### config.mk
export PLATFORM = sky130hd
export DESIGN_NAME = piso_serializer
export DESIGN_NICKNAME = d
export VERILOG_FILES = /design/src/rtl/piso_pkg.sv /design/src/rtl/piso_bit_counter.sv /design/src/rtl/piso_serializer.sv
export SDC_FILE = /design/constraint.sdc
export NUM_CORES = 1
export LEC_CHECK = 0
export ABC_AREA = 1
export ABC_CLOCK_PERIOD_IN_PS = 1850
export CAP_MARGIN = 30
export CELL_PAD_IN_SITES_DETAIL_PLACEMENT = 1
export CELL_PAD_IN_SITES_GLOBAL_PLACEMENT = 2
export CORE_UTILIZATION = 29
export DETAILED_ROUTE_END_ITERATION = 16
export GPL_ROUTABILITY_DRIVEN = 0
export PLACE_DENSITY = 0.82
export SYNTH_ARGS = -nofsm -noshare
export SYNTH_HDL_FRONTEND = slang
export SYNTH_SLANG_ARGS = --single-unit
### constraint.sdc
create_clock -name clk -period 1.85 [get_ports clk]
set_clock_uncertainty 0.2 [all_clocks]
set_input_delay 0.2775 -clock clk [delete_from_list [all_inputs] [get_ports clk]]
set_output_delay 0.2775 -clock clk [all_outputs]
set_load 0.005 [all_outputs]
### src/rtl/piso_pkg.sv
// Shared types and constants for the PISO serializer family and the SIPO blocks that will follow it.
package piso_pkg;

  typedef enum logic [1:0] {
    IDLE   = 2'd0,
    SHIFT  = 2'd1,
    PARITY = 2'd2
  } state_t;

  localparam logic IDLE_LEVEL_DEFAULT = 1'b1;

  // Bit-index counter width; never narrower than one bit.
  function automatic int cnt_width(input int width);
    return (width > 2) ? $clog2(width) : 1;
  endfunction

endpackage

### src/rtl/piso_bit_counter.sv
// Saturating up-counter with synchronous clear (priority over enable) and a terminal-count flag.
module piso_bit_counter #(
  parameter int CW  = 3,
  parameter int MAX = 7
) (
  input  logic clk,
  input  logic reset,
  input  logic clear,
  input  logic en,
  output logic tc
);

  logic [CW-1:0] cnt;

  assign tc = (cnt == CW'(MAX));

  // Holds at MAX rather than wrapping; the owner clears it at frame boundaries.
  always_ff @(posedge clk or negedge reset) begin
    if (!reset) begin
      cnt <= '0;
    end else if (clear) begin
      cnt <= '0;
    end else if (en && !tc) begin
      cnt <= cnt + CW'(1);
    end
  end

endmodule

### src/rtl/piso_serializer.sv
// Parallel-in/serial-out serializer; optional trailing even-parity bit under PISO_SERIALIZER_PARITY_EN.
// First bit one cycle after load; load_ready is low mid-frame and reopens on the final tick for gapless reloads.
module piso_serializer
  import piso_pkg::*;
#(
  parameter int   WIDTH      = 8,
  parameter bit   MSB_FIRST  = 1'b1,
  parameter logic IDLE_LEVEL = IDLE_LEVEL_DEFAULT
) (
  input  logic             clk,
  input  logic             reset,
  input  logic             load_valid,
  output logic             load_ready,
  input  logic [WIDTH-1:0] parallel_in,
  input  logic             shift_en,
  output logic             serial_out,
  output logic             serial_valid,
  output logic             busy,
  output logic             done
);

  localparam int CW = cnt_width(WIDTH);

  state_t           state, state_nxt;
  logic [WIDTH-1:0] shreg, shreg_nxt, shifted;
  logic             cnt_clr, cnt_en, cnt_tc;
  logic             frame_end;
  logic             serial_nxt;

  assign shifted = MSB_FIRST ? {shreg[WIDTH-2:0], 1'b0} : {1'b0, shreg[WIDTH-1:1]};
  assign busy    = (state != IDLE);

  piso_bit_counter #(
    .CW  (CW),
    .MAX (WIDTH - 1)
  ) u_bit_counter (
    .clk   (clk),
    .reset (reset),
    .clear (cnt_clr),
    .en    (cnt_en),
    .tc    (cnt_tc)
  );

`ifdef PISO_SERIALIZER_PARITY_EN
  logic par_q;

  always_ff @(posedge clk or negedge reset) begin
    if (!reset) begin
      par_q <= 1'b0;
    end else if (load_valid && load_ready) begin
      par_q <= ^parallel_in;
    end
  end
`endif

  always_comb begin
    state_nxt  = state;
    shreg_nxt  = shreg;
    cnt_clr    = 1'b0;
    cnt_en     = 1'b0;
    load_ready = 1'b0;
    frame_end  = 1'b0;
    case (state)
      IDLE: begin
        load_ready = 1'b1;
        if (load_valid) begin
          shreg_nxt = parallel_in;
          cnt_clr   = 1'b1;
          state_nxt = SHIFT;
        end
      end
      SHIFT: begin
        if (shift_en) begin
          if (cnt_tc) begin
`ifdef PISO_SERIALIZER_PARITY_EN
            state_nxt = PARITY;
            shreg_nxt = '0;
            cnt_clr   = 1'b1;
`else
            frame_end = 1'b1;
`endif
          end else begin
            shreg_nxt = shifted;
            cnt_en    = 1'b1;
          end
        end
      end
`ifdef PISO_SERIALIZER_PARITY_EN
      PARITY: begin
        if (shift_en) frame_end = 1'b1;
      end
`endif
      default: state_nxt = IDLE;
    endcase

    // Final tick of a frame: accept the next word here so the line never idles between frames.
    if (frame_end) begin
      load_ready = 1'b1;
      cnt_clr    = 1'b1;
      if (load_valid) begin
        shreg_nxt = parallel_in;
        state_nxt = SHIFT;
      end else begin
        shreg_nxt = '0;
        state_nxt = IDLE;
      end
    end
  end

  always_comb begin
    serial_nxt = IDLE_LEVEL;
    if (state_nxt == SHIFT) begin
      serial_nxt = MSB_FIRST ? shreg_nxt[WIDTH-1] : shreg_nxt[0];
    end
`ifdef PISO_SERIALIZER_PARITY_EN
    if (state_nxt == PARITY) begin
      serial_nxt = par_q;
    end
`endif
  end

  always_ff @(posedge clk or negedge reset) begin
    if (!reset) begin
      state        <= IDLE;
      shreg        <= '0;
      serial_out   <= IDLE_LEVEL;
      serial_valid <= 1'b0;
      done         <= 1'b0;
    end else begin
      state        <= state_nxt;
      shreg        <= shreg_nxt;
      serial_out   <= serial_nxt;
      serial_valid <= (state_nxt != IDLE);
      done         <= frame_end;
    end
  end

endmodule

==> metrics.md, run 1 <==
| Metric | Value |
|---|---|
| Run status | complete, but fails checks |
| Failing checks | DRC |
| DPL Wire Length | 1695 um |
| Worst skew pair latency | 0.29 ns |
| Area share of fa/ha/maj cells after synthesis | 4.213% |
| Worst setup SP type | flip-flop |
| Critical Path AT | 1.31 ns |
| CTS tree | built |
| Core Area | 0.002829 mm^2 |
| Post-Synth XOR/XNOR Area | 0.9831% |
| CTS HTree Levels | 1 |
| Nets@finish | 149 |
| Die area | 0.003298 mm^2 |
| Fillers | 356 |
| FF-to-FF End | serial_out$_DFF_PN1_ |
| Synth warnings | 0 |
| Pwr per Cell Area | 747.6 mW/mm^2 |
| Total grt overflow | 0 |
| Buf/Inv on CP | 1 |
| Initial antenna violation count | 0 |
| Clock share of power | 25.3% |
| CP max FO | 1 |
| FF-to-FF Start | u_bit_counter.cnt[0]$_DFFE_PN0P_ |
| Synth Area in Simple Gates | 33.43% |
| Syn_nets | 118 |
| Net Sw Frac | 28.93% |
| Combinational share of power | 26.1% |
| Port Buf Inserts | 16 |
| Netlist cell types | 24 |
| # diodes | 0 |
| Main combinational cell family by area after synthesis | simple AND/OR/NAND/NOR gates |
| Drt drc | 1 |
| HP Class | input pin to async pin |
| Crit-path leading delay family | flip-flops |
| Final Hold Viols | 0 |
| Final setup viols | 0 |
| Top-Level Pins | 17 |
| Yosys reg bits | 16 |
| Placement Rows | 19 |
| Mux contribution to synthesized area | 0% |
| Worst Hold Slack | 0.1016 ns |
| Commonest non-fill, non-tap cell in the layout | nand3_1 |
| Post-route minimum period | 1.787 ns |
| Max Cap Violations | 0 |
| CTS Buf Count | 3 |
| Area Growth Syn to Fin | 39.05% |
| Sw power | 267.9 uW |
| FF-to-FF setup slack | 0.21 ns |
| Synthesized area | 890.9 um^2 |
| Drt wl/cell | 14.04 um |
| Routed vias | 822 |
| Multi-input gate area | 466.7 um^2 |
| Final wirelength | 2302 um |
| Post-Layout Cell Count | 164 |
| Register area | 404.1 um^2 |
| Clk pin slew, worst setup/hold paths | 0.11 ns |
| Routed Antenna Nets | 0 |
| Internal power | 658.1 uW |
| Commonest non-fill, non-tap cells in the layout | nand3_1, clkdlybuf4s50_1, buf_4 |
| CP Data Required Time | 1.37 ns |
| Vias in the first global route | 842 |
| First-iteration detailed-routing DRC count | 9 |
| Clk sinks | 16 |
| Slowest stage delay, CP | 0.53 ns |
| First-pass DRT Iterations | 10 |
| Bufs on Longest Clock Path | 2 |
| R2r worst-path depth | 8 |
| Seq/Total Area, Yosys | 45.08% |
| Hold buffer count at cts | 0 |
| Max Slew Vio Count | 0 |
| Die Y | 57.43 um |
| Leak Pwr | 0.5611 nW |
| Via/cell ratio | 5.012 |
| Dpl cells | 155 |
| Cells along the critical path | clkdlybuf4s50_1 |
| CP endpoint kind | output port |
| Syn Inst Count | 103 |
| Period utilization | 96.58% |
| Maximum vdd drop | 0.0003208 V |
| Max Freq | 0.5597 GHz |
| Final setup TNS | 0 ns |
| Pin count of the biggest net entering global routing | 17 |
| CP max stage cell | dfstp_2 |
| Mean post-synth cell area | 8.649 um^2 |
| Die X-Extent | 57.43 um |
| Reg power frac | 48.6% |
| Initial core utilization | 31.49% |
| GRT Total Usage | 15.60% |
| CTS Root Cell | clkbuf_4 |
| Layout cells sized above 1 | 26.32% |
| RSZ-0062 raised after global routing | no |
| Critical path type | flip-flop to output port |
| Post-synthesis compound-gate area fraction | 9.270% |
| First-pass GRT wire length | 3884 um |
[registers in the layout (all words and copies together), names as in the netlist]
| register | cells |
|---|---|
| shreg | 8 |
| state | 2 |
| u_bit_counter.cnt | 3 |
| serial_valid | 1 |
| serial_out | 1 |
| done | 1 |
[synthesized netlist by cell type]
master,n,area (um^2)
a21oi_1,3,15.01
buf_2,1,5.000
buf_4,1,7.510
buf_6,1,11.26
clkbuf_2,1,5.000
clkinv_1,1,3.750
conb_1,1,3.750
dfrtp_1,15,375.4
dfstp_2,1,26.28
ha_1,3,37.54
inv_1,6,22.52
inv_2,1,3.750
nand2_1,12,45.04
nand2_2,2,12.51
nand2_4,1,11.26
nand3_1,35,175.2
nand3_2,1,10.01
nor2_1,4,15.01
nor2_2,1,6.260
nor2_4,2,22.52
o21a_1,6,45.04
o21ai_1,1,5.000
o21ai_2,2,17.52
xor2_1,1,8.760
[logic make-up (layout without fill, tap and decap cells)]
kind of cell             Yosys count  in the layout
AO/OA/AOI/OAI                     12             12
XOR/XNOR                           1              1
adder cells (fa/ha/maj)            3              3
buffers and inverters             12             42
flip-flops                        16             16
other                              1              1
AND/OR/NAND/NOR                   58             58
[metal layers]
layer / track usage [%] / part of all wire [%]
met1: 21.19 / 48
met5: 0 / 0
met2: 24.92 / 48
met4: 6.272 / 0.65
met3: 2.268 / 3.4
[power groups by stage]
| stage | combinational, mW | clock (mW) | sequential (mW) |
|---|---|---|---|
| floorplan | 0.124 | 0 | 0.446 |
| global placement | 0.209 | 0 | 0.449 |
| detailed placement | 0.217 | 0 | 0.453 |
| CTS | 0.241 | 0.240 | 0.452 |
| global route | 0.275 | 0.258 | 0.458 |
| finish | 0.242 | 0.234 | 0.450 |
[cell type report]
cell class	instances	area share, %
Multi-Input combinational cell	75	37.68
Sequential cell	16	32.63
Timing Repair Buffer	30	21.21
Tap cell	31	3.131
Clock buffer	4	2.929
Inverter	8	2.424
[metrics by stage]
step                      instance area (um^2)  utilization (%)  setup slack [ns]  total power, mW
after floorplan                          890.9                -            0.3477           0.5691
after global placement                    1129            39.89           -0.1564           0.6582
after detailed placement                  1129            39.89           -0.2239           0.6699
after CTS                                 1214            42.90          0.003037           0.9328
after global routing                      1239            43.79          0.006497           0.9904
final                                     1239            43.79           0.06324           0.9260
[worst max-delay path by stage]
stage | startpoint | to | slack [ns] | depth (start not counted)
finish | serial_out$_DFF_PN1_ | serial_out | 0.06 | 1
CTS | state[1]$_DFF_PN0_ | busy | 0.003 | 3
floorplan | u_bit_counter.cnt[0]$_DFFE_PN0P_ | u_bit_counter.cnt[0]$_DFFE_PN0P_ | 0.35 | 6
global route | u_bit_counter.cnt[0]$_DFFE_PN0P_ | load_ready | 0.006 | 5
global placement | shift_en | load_ready | -0.16 | 4
detailed placement | shift_en | load_ready | -0.22 | 4
[timing repair]
| action | 4_1_cts | 5_1_grt |
|---|---|---|
| gates resized for setup | 12 | 1 |
| pin swaps | 1 | 1 |
| buffers inserted | 2 | 3 |
| endpoints found under the setup margin | 2 | 2 |
No activity file was read; power rests on OpenSTA's default activity.
==> inputs of run 2 (changes only) <==
--- a/config.mk
+++ b/config.mk
@@ -7,13 +7,13 @@
 export LEC_CHECK = 0
 export ABC_AREA = 1
 export ABC_CLOCK_PERIOD_IN_PS = 1850
-export CAP_MARGIN = 30
 export CELL_PAD_IN_SITES_DETAIL_PLACEMENT = 1
 export CELL_PAD_IN_SITES_GLOBAL_PLACEMENT = 2
 export CORE_UTILIZATION = 29
 export DETAILED_ROUTE_END_ITERATION = 16
 export GPL_ROUTABILITY_DRIVEN = 0
 export PLACE_DENSITY = 0.82
+export SLEW_MARGIN = 30
 export SYNTH_ARGS = -nofsm -noshare
 export SYNTH_HDL_FRONTEND = slang
 export SYNTH_SLANG_ARGS = --single-unit
==> constraint.sdc (replaced) <==
create_clock -name clk -period 1.85 [get_ports clk]
set_clock_uncertainty 0.2 [all_clocks]
set_input_delay 0.2775 -clock clk [delete_from_list [all_inputs] [get_ports clk]]
set_output_delay 0.2775 -clock clk [all_outputs]
set_load 0.1 [all_outputs]
==> run 2 against run 1 <==
  * Sequential power grew 2%
  * Worst hold slack improved by 0.0015 ns
  * Register-to-register slack got worse by 0.24 ns
  * Combinational power is 46% higher
  * Via count rose by 6.2%
  * The flow finishes with violations (DRC, setup timing)
  * Critical path depth grew 4
  * Critical path type unchanged
  * Wire length increased by 20%
  * Final cell count increased by 4.3%
  * Setup slack got worse by 0.15 ns
  * Utilization up 7.3 points
  * Count of clock-buffer cells in the layout unchanged
==> metrics.md, run 2 (synthesis results as in run 1) <==
| Metric | Value |
|---|---|
| CTS tree | built |
| First-iteration detailed-routing DRC count | 11 (+2) |
| Drt wl/cell | 16.11 um (+15%) |
| Vias in the first global route | 991 (+18%) |
| Die area | 0.003298 mm^2 (unchanged) |
| Die Y | 57.43 um (unchanged) |
| CP Data Required Time | 1.37 ns (about the same) |
| Top flop regs | shreg x8, u_bit_counter.cnt x3, state x2 |
| Post-route minimum period | 1.940 ns (+0.1535 ns) |
| Clk sinks | 16 (unchanged) |
| Leak Pwr | 0.6538 nW (+17%) |
| Critical Path AT | 1.46 ns (+0.15 ns) |
| Commonest non-fill, non-tap cells in the layout | nand3_1, buf_4, dfrtp_1 |
| CP max FO | 2 (+1) |
| Core Area | 0.002829 mm^2 (unchanged) |
| Die X-Extent | 57.43 um (unchanged) |
| Initial core utilization | 31.49% (unchanged) |
| Routed Antenna Nets | 0 (unchanged) |
| Maximum vdd drop | 0.0004084 V (+27%) |
| Worst Hold Slack | 0.1032 ns (+0.001529 ns) |
| Max Slew Vio Count | 0 (unchanged) |
| Largest register FFs | 8 (unchanged) |
| First-pass DRT Iterations | 9 (-1) |
| CP endpoint kind | output port |
| Failing checks | DRC, setup timing |
| CTS HTree Levels | 1 (unchanged) |
| Pwr per Cell Area | 725.5 mW/mm^2 (-3.0%) |
| Fillers | 329 (-7.6%) |
| Top-Level Pins | 17 (unchanged) |
| Routed vias | 873 (+6.2%) |
| First-pass GRT wire length | 4512 um (+16%) |
| Commonest non-fill, non-tap cell in the layout | nand3_1 |
| DPL Wire Length | 1868 um (+10%) |
| Clk pin slew, worst setup/hold paths | 0.09 ns (-0.02 ns) |
| Port Buf Inserts | 16 (unchanged) |
| Drt drc | 1 (unchanged) |
| Placement Rows | 19 (unchanged) |
| Nets@finish | 156 (+4.7%) |
| FF-to-FF Start | u_bit_counter.cnt[1]$_DFFE_PN0P_ |
| Run status | complete, but fails checks |
| # diodes | 0 (unchanged) |
| GRT Total Usage | 18.03% (+2.4 points) |
| FF-to-FF setup slack | -0.03 ns (-0.24 ns) |
| CTS Root Cell | clkbuf_4 |
| Crit path launch | u_bit_counter.cnt[1]$_DFFE_PN0P_ |
| Total power | 1.048 mW (+13%) |
| Initial antenna violation count | 0 (unchanged) |
| Bufs on Longest Clock Path | 2 (unchanged) |
| Biggest register | shreg |
| Area Growth Syn to Fin | 62.08% |
| Pin count of the biggest net entering global routing | 17 (unchanged) |
| RSZ-0062 raised after global routing | yes |
| HP Class | input pin to async pin |
| Final worst slack | -0.09024 ns (-0.1535 ns) |
| Final wirelength | 2755 um (+20%) |
| Layout cells sized above 1 | 42.14% (+16 points) |
| Final setup viols | 2 (+2) |
| Via/cell ratio | 5.105 (+1.9%) |
| Final Hold Viols | 0 (unchanged) |
| Max Cap Violations | 0 (unchanged) |
| Period utilization | 104.9% (+8.3 points) |
| Max Freq | 0.5154 GHz (-7.9%) |
| Worst skew pair latency | 0.29 ns (about the same) |
| Critical path type | flip-flop to output port |
| Total grt overflow | 0 (unchanged) |
| Worst setup SP type | flip-flop |
| CTS Buf Count | 3 (unchanged) |
[run 2: cell types whose count changed in the layout (fill, tap and decap cells not counted), sizes merged]
cell / change
clkinv: -1
inv: +1
dlymetal6s2s: -1
buf: +11
clkdlybuf4s50: -3
[run 2: metal layers]
layer,wire (um),part of all wire (%),global-route usage [%]
met2,1532,56,33.72
met1,1126,41,20.77
met5,0,0,0
met4,32,1.2,3.833
met3,63,2.3,4.082
[run 2: timing repair]
| item | in CTS | in global routing |
|---|---|---|
| setup buffers | 4 | 8 |
| endpoints found under the setup margin | 1 | 8 |
| gates resized for setup | 0 | 19 |
| pin swaps | 2 | 11 |
| hold buffers | 0 | 0 |
[run 2: final timing paths]
| check | cells past startpoint | to |
|---|---|---|
| max | 5 | load_ready |
| min reg2reg | 2 | shreg[3]$_DFFE_PN0P_ |
| min | 2 | u_bit_counter.cnt[1]$_DFFE_PN0P_ |
| max reg2reg | 10 | shreg[4]$_DFFE_PN0P_ |
| max in group asynchronous | 2 | serial_out$_DFF_PN1_ |
| min in group clk | 2 | shreg[3]$_DFFE_PN0P_ |
[run 2: critical path, stage by stage, from the launching register on]
cell and delay [ns]:
dfrtp_1 0.40, ha_4 0.16, ha_4 0.15, nand2_4 0.06
a21oi_4 0.20, buf_12 0.20
[run 2: where the power goes]
| group | switching, mW | internal (mW) |
|---|---|---|
| clock | 0.113 | 0.120 |
| combinational | 0.189 | 0.165 |
| sequential | 0.0501 | 0.410 |
| total | 0.352 | 0.695 |
[run 2: per-stage QoR]
step	worst slack (ns)	cell area (um^2)	std cells	TNS (ns)	utilization, %
after CTS	-0.1006	1289	163	-0.1006	45.56
after global placement	0.04984	1222	155	0	43.21
after floorplan	0.004654	922.1	103	0	-
final	-0.09024	1444	171	-0.1175	51.04
after global routing	-0.1554	1444	171	-0.8699	51.04
after detailed placement	0.04213	1222	155	0	43.21
[run 2: cell type report]
class                   count  area [um^2]  share of cell area [%]
repair buffers             37        384.1                   26.60
inverters                   8        30.03                   2.080
flip-flops and latches     16        401.6                   27.82
clock buffers               4        36.28                   2.513
well taps                  31        38.79                   2.686
multi-input cells          75        553.0                   38.30
==> inputs of run 3 (changes only) <==
--- a/config.mk
+++ b/config.mk
@@ -12,6 +12,7 @@
 export CORE_UTILIZATION = 29
 export DETAILED_ROUTE_END_ITERATION = 16
 export GPL_ROUTABILITY_DRIVEN = 0
+export HOLD_SLACK_MARGIN = 0.06
 export PLACE_DENSITY = 0.82
 export SLEW_MARGIN = 30
 export SYNTH_ARGS = -nofsm -noshare
==> results of run 3 <==
No change in the layout: final DEF, timing and power equal those of run 2.
